`src/rtl/sccb_target_regfile.sv`:
```
// sccb_target_regfile: SCCB/I2C target with a 16-bit register pointer,
// filtered bus inputs, a byte register array and a write strobe port.
module sccb_target_regfile #(
  parameter logic [6:0] DEV_ADDR   = 7'h3C,
  parameter int         ADDR_W     = 8,
  parameter int         FILTER_LEN = 3
) (
  input  logic        clk,
  input  logic        rst_n,
  input  logic        scl_i,
  input  logic        sda_i,
  output logic        sda_oe,
  output logic        wr_en,
  output logic [15:0] wr_addr,
  output logic [7:0]  wr_data,
  output logic        busy
);

  localparam int CW = $clog2(FILTER_LEN + 1);

  typedef enum logic [2:0] {
    IDLE, DEVADR, REGHI, REGLO, WRDATA, RDDATA
  } st_e;

  // bit 1 = SCL, bit 0 = SDA
  logic [1:0]         s1_q, s2_q, f_q, p_q;
  logic [1:0][CW-1:0] cnt_q;

  st_e         state_q, state_d, frame_nxt;
  logic [3:0]  bit_q;
  logic [6:0]  sh_q;
  logic        ack_q, rw_q, mack_q;
  logic [15:0] ptr_q;
  logic        oe_q;
  logic        wr_en_q;
  logic [15:0] wr_addr_q;
  logic [7:0]  wr_data_q;
  logic        busy_q;
  logic [7:0]  mem_q [2**ADDR_W];

  logic        scl_rise, scl_fall, start, stop;
  logic        last_bit, dev_hit;
  logic [7:0]  byte_w;
  logic [15:0] ptr_inc;
  logic [7:0]  rd_cur;
  logic        rd_msb_nxt;

  always_ff @(posedge clk or negedge rst_n) begin
    if (!rst_n) begin
      s1_q  <= 2'b11;
      s2_q  <= 2'b11;
      f_q   <= 2'b11;
      p_q   <= 2'b11;
      cnt_q <= '0;
    end else begin
      s1_q <= {scl_i, sda_i};
      s2_q <= s1_q;
      p_q  <= f_q;
      for (int i = 0; i < 2; i++) begin
        if (s2_q[i] == f_q[i]) begin
          cnt_q[i] <= '0;
        end else if (cnt_q[i] == CW'(FILTER_LEN - 1)) begin
          f_q[i]   <= s2_q[i];
          cnt_q[i] <= '0;
        end else begin
          cnt_q[i] <= cnt_q[i] + CW'(1);
        end
      end
    end
  end

  assign scl_rise = f_q[1] & ~p_q[1];
  assign scl_fall = ~f_q[1] & p_q[1];
  assign start    = f_q[1] & p_q[1] & p_q[0] & ~f_q[0];
  assign stop     = f_q[1] & p_q[1] & ~p_q[0] & f_q[0];

  assign byte_w     = {sh_q, f_q[0]};
  assign last_bit   = scl_rise && (bit_q == 4'd7);
  assign dev_hit    = (byte_w[7:1] == DEV_ADDR);
  assign ptr_inc    = ptr_q + 16'd1;
  assign rd_cur     = mem_q[ptr_q[ADDR_W-1:0]];
  assign rd_msb_nxt = mem_q[ptr_inc[ADDR_W-1:0]][7];

  always_ff @(posedge clk or negedge rst_n) begin
    if (!rst_n) state_q <= IDLE;
    else        state_q <= state_d;
  end

  always_comb begin
    frame_nxt = state_q;
    unique case (state_q)
      DEVADR:  frame_nxt = rw_q ? RDDATA : REGHI;
      REGHI:   frame_nxt = REGLO;
      REGLO:   frame_nxt = WRDATA;
      RDDATA:  frame_nxt = mack_q ? IDLE : RDDATA;
      default: frame_nxt = state_q;
    endcase
    state_d = state_q;
    unique case (1'b1)
      start: state_d = DEVADR;
      stop:  state_d = IDLE;
      (state_q == DEVADR && last_bit && !dev_hit):
        state_d = IDLE;
      (state_q != IDLE && scl_fall && bit_q == 4'd9):
        state_d = frame_nxt;
      default: state_d = state_q;
    endcase
  end

  // bit_q: 0..8 data clocks, 9 once the acknowledge clock has risen
  always_ff @(posedge clk or negedge rst_n) begin
    if (!rst_n) begin
      bit_q     <= '0;
      sh_q      <= '0;
      ack_q     <= 1'b0;
      rw_q      <= 1'b0;
      mack_q    <= 1'b0;
      ptr_q     <= '0;
      oe_q      <= 1'b0;
      wr_en_q   <= 1'b0;
      wr_addr_q <= '0;
      wr_data_q <= '0;
      busy_q    <= 1'b0;
    end else begin
      wr_en_q <= 1'b0;
      if (start || stop) begin
        bit_q <= '0;
        oe_q  <= 1'b0;
        ack_q <= 1'b0;
        if (stop) busy_q <= 1'b0;
      end else if (state_q == IDLE) begin
        bit_q <= '0;
      end else begin
        if (scl_rise) begin
          if (bit_q < 4'd8) begin
            sh_q  <= byte_w[6:0];
            bit_q <= bit_q + 4'd1;
          end else if (bit_q == 4'd8) begin
            mack_q <= f_q[0];
            bit_q  <= 4'd9;
          end
        end
        if (last_bit) begin
          unique case (state_q)
            DEVADR: begin
              ack_q  <= dev_hit;
              rw_q   <= byte_w[0];
              busy_q <= dev_hit;
            end
            REGHI: begin
              ptr_q[15:8] <= byte_w;
              ack_q       <= 1'b1;
            end
            REGLO: begin
              ptr_q[7:0] <= byte_w;
              ack_q      <= 1'b1;
            end
            WRDATA: begin
              wr_en_q   <= 1'b1;
              wr_addr_q <= ptr_q;
              wr_data_q <= byte_w;
              ack_q     <= 1'b1;
            end
            default: ack_q <= 1'b0;
          endcase
        end
        if (scl_fall) begin
          if (bit_q == 4'd8) begin
            oe_q <= ack_q;
          end else if (bit_q == 4'd9) begin
            bit_q <= '0;
            oe_q  <= 1'b0;
            unique case (state_q)
              DEVADR: if (rw_q) oe_q <= ~rd_cur[7];
              WRDATA: ptr_q <= ptr_inc;
              RDDATA: begin
                if (mack_q) begin
                  busy_q <= 1'b0;
                end else begin
                  ptr_q <= ptr_inc;
                  oe_q  <= ~rd_msb_nxt;
                end
              end
              default: ;
            endcase
          end else if (state_q == RDDATA && bit_q != 4'd0) begin
            oe_q <= ~rd_cur[3'd7 - bit_q[2:0]];
          end
        end
      end
    end
  end

  always_ff @(posedge clk) begin
    if (wr_en_q) mem_q[wr_addr_q[ADDR_W-1:0]] <= wr_data_q;
  end

  always_comb begin
    sda_oe  = oe_q;
    wr_en   = wr_en_q;
    wr_addr = wr_addr_q;
    wr_data = wr_data_q;
    busy    = busy_q;
  end

endmodule

```
`config.mk`:
```
export PLATFORM = sky130hd
export DESIGN_NAME = sccb_target_regfile
export DESIGN_NICKNAME = d
export VERILOG_FILES = /design/src/rtl/sccb_target_regfile.sv
export SDC_FILE = /design/constraint.sdc
export NUM_CORES = 2
export LEC_CHECK = 0
export ABC_AREA = 1
export BUFFER_PORTS_ARGS = -buffer_cell sky130_fd_sc_hd__buf_2
export CAP_MARGIN = 20
export CORE_MARGIN = 2
export CORE_UTILIZATION = 30
export CTS_CLUSTER_SIZE = 24
export DETAILED_ROUTE_END_ITERATION = 12
export PLACE_DENSITY_LB_ADDON = 0.25
export REMOVE_ABC_BUFFERS = 1
export SLEW_MARGIN = 20
export SYNTH_ARGS = -nofsm -noshare
export SYNTH_HDL_FRONTEND = slang
export SYNTH_SLANG_ARGS = --single-unit
export TNS_END_PERCENT = 100
```
`constraint.sdc`:
```
create_clock -name clk -period 4.3 [get_ports clk]
set_input_delay 0.86 -clock clk [delete_from_list [all_inputs] [get_ports clk]]
set_output_delay 0.86 -clock clk [all_outputs]
set_load 0.02 [all_outputs]
```
==> results.json <==
{
  "p_leak_nw": 33.6,
  "num_vias": 60952,
  "finClkSkew_ns": 0.0624,
  "setup_viol": 0,
  "ys.flop_type": "edfxtp_1",
  "ir_drop_mv": 0.340,
  "num_io_pins": 31,
  "clk_latency_ns": 0.92,
  "grt_pass1_wl_um": 411000,
  "first_pass_iters": 6,
  "dieWidth_um": 549,
  "grt_setup_unrepaired": "false",
  "ys_types": 42,
  "syn-cell-area_mm2": 0.0892,
  "critPathKind": "reg -> reg",
  "h-tree-depth": 4,
  "synth_top_family_by_area": "simple AND/OR/NAND/NOR gates",
  "synth-edff-count": 2048,
  "yosys.area.top_type": "edfxtp_1",
  "p_per_area_mw_per_mm2": 410,
  "place_ws_ns": 0.345,
  "fmax_mhz": 243,
  "overflow": 0,
  "postCtsSetupBuffers": 0,
  "multi_input_area_mm2": 0.0224,
  "synthMuxAreaShare": 0,
  "critical_path.cell_chain": "buf_4 -> buf_12 -> nand2_1 -> nand3_1 -> nand3_1 -> nand3_1 -> nand3_1 -> nand3_1 -> nand3_1 -> nand3_1 -> nand3_1 -> nand2_1 -> nand2_1 -> nand2_1 -> inv_2 -> nand2_1 -> nand2_1 -> nand2_1 -> nand2_1",
  "cts_root_buf": "clkbuf_16",
  "die_h_um": 549,
  "start_util": 0.301,
  "period_needed_ns": 4.12,
  "place_inst": 11671,
  "layoutNonFillerInstCount": 12066,
  "drive_above_1_share": 0.0739,
  "max_slew.worst_pin.slew_ns": 1.22,
  "cap_violations": 0,
  "drc": 0,
  "wl_um": 284000,
  "ff2ff_setup_slack_ns": 0.18,
  "via_per_inst": 5.05,
  "design.core.area_mm2": 0.296,
  "crit_arrival_ns": 4.86,
  "yosys.area_share.simple": 0.185,
  "synth_area_leaders": "edfxtp_1 (69%), nand2_1 (9.7%), nand3_1 (5.2%)",
  "cts_sinks": 2120,
  "fp.dieArea_mm2": 0.302,
  "rows": 200,
  "start_kind": "flip-flop",
  "cts_max_path_buffers": 4,
  "grt_pass1_vias": 58594,
  "slowest_delay_ns": 0.69,
  "drt_iter0_markers": 6578,
  "final-seq-area_mm2": 0.0634,
  "synth_xor_area_frac": 0.000757,
  "clk_pin_slew_ns": 0.06,
  "relSlewSlack": 0.185,
  "yosys_warnings": 0,
  "postCtsResizedCells": 0,
  "synth_adder_area_share": 0.000561,
  "finalCritPeriodShare": 0.958,
  "crit_path_end_kind": "flip-flop",
  "antenna_found_initial": 12,
  "critPathRequiredTime_ns": 5.04,
  "setup_ws_ns": 0.180,
  "synthArstFlopShare": 0.0340,
  "synth_compound_area_frac": 0.0643,
  "cts_tree": "yes",
  "synth-seq-cells": 2120,
  "path_max_fanout": 100,
  "yosys-top-cells-count": "nand2_1 (2296), edfxtp_1 (2048), nand3_1 (932), nor2_1 (721), o21ai_0 (426)",
  "post-dp-hpwl_um": 167000,
  "hold_class": "in -> reg",
  "nFillCells": 29417,
  "ant_nets": 0,
  "seq_area_frac_synth": 0.710,
  "syn_avg_cell_area_um2": 11.2,
  "slowest_stage": "dfrtp_4",
  "wl_per_cell_um": 23.5,
  "power_mw": 41.3,
  "syn2layout_area_growth_pct": 13.1,
  "synth.top_cell.area_share": 0.689,
  "synth.most_common_cell": "nand2_1",
  "grt_usage": 0.184,
  "place_congestion": 0.901,
  "postSynthCellCount": 7985,
  "outcome": "completed",
  "grt_max_degree": 192,
  "slew_violations": 0,
  "hold_violations": 0,
  "final_nets": 7966,
  "cts_buffers": 222,
  "io_buffers": 30
}
power breakdown:
group	leakage, nW	switching, mW	total [mW]	internal, mW
clock	3.28	8.08	18.4	10.3
sequential	15.0	0.101	22.5	22.4
combinational	15.3	0.356	0.471	0.116
stage by stage:
| step | utilization | area (um2) | setup TNS [ns] | hold slack [ns] |
|---|---|---|---|---|
| floorplan | - | 86500 | -425.62 | 0.345 |
| global placement | 0.318 | 94100 | 0 | 0.347 |
| detailed placement | 0.318 | 94100 | 0 | 0.351 |
| CTS | 0.341 | 101000 | 0 | 0.0395 |
| global route | 0.341 | 101000 | 0 | 0.0482 |
| finish | 0.341 | 101000 | 0 | 0.105 |
final timing paths:
path / startpoint / end / cells after the start
worst max-delay path: ptr_q[0] / sda_oe / 19
worst min-delay path: scl_i / s1_q[1] / 1
worst max register to register: ptr_q[0] / sda_oe / 19
worst min register to register: s1_q[0] / s2_q[0] / 0
max in group asynchronous: rst_n / wr_data[7] / 3
min in group asynchronous: rst_n / wr_en / 2
final cells by class:
class                      count  area share
clock buffer                 291      0.0587
sequential                  2120       0.628
clock inverter                99     0.00826
antenna                        3   0.0000744
tap                         3939      0.0488
multi-input combinational   5112       0.222
inverter                     237     0.00925
timing repair buffer         265      0.0254
what timing repair did:
item	CTS	global route
hold buffers	1	0
setup endpoints to repair	0	0
endpoints found under the hold margin	14	0
sequential cells by signal, summed over array words and instances (netlist names):
| signal | cells |
|---|---|
| ack_q | 1 |
| bit_q | 4 |
| state_q | 3 |
| sda_oe | 1 |
| wr_en | 1 |
| sh_q | 7 |
| rw_q | 1 |
| s1_q | 2 |
| mem_q | 2048 |
| mack_q | 1 |
| f_q | 2 |
| p_q | 2 |
| wr_data | 8 |
| wr_addr | 16 |
| ptr_q | 16 |
| cnt_q | 4 |
| s2_q | 2 |
| busy | 1 |
logic make-up (layout without fill, tap and decap cells):
kind of cell	count (synthesis)	count (layout)
AOI/OAI and AO/OA	1061	1061
buffers and inverters	753	892
and+or+nand+nor	4041	4041
other	0	3
adders and majority gates	4	4
DFF	2120	2120
xor gates and xnor gates	6	6
worst max-delay path, delay by kind of cell (launching register included):
| kind | cells | cell delay, ns |
|---|---|---|
| AND/OR/NAND/NOR | 16 | 2.30 |
| buffers and inverters | 3 | 0.89 |
| flip-flops | 1 | 0.69 |
layout by cell type (no fill, tap or decap), drive strengths merged, types with 11 or more instances in the layout:
cell type | Yosys | routed
nand3 | 933 | 933
edfxtp | 2048 | 2048
inv | 234 | 238
o211ai | 56 | 56
nor2 | 725 | 725
a21oi | 401 | 401
clkinv | 3 | 82
a21boi | 31 | 31
dfrtp | 64 | 64
clkbuf | 171 | 291
buf | 345 | 264
o22ai | 115 | 115
nand2 | 2297 | 2297
bufinv | 0 | 11
o21ai | 440 | 440
nor3 | 79 | 79
metal layers:
metal	vias up	routed length [um]	GRT usage
li1	27844	-	-
met1	30398	124000	0.256
met2	2238	130000	0.293
met3	472	19900	0.0272
met4	0	9650	0.0591
met5	-	0	0
No activity file was read; power rests on OpenSTA's default activity.
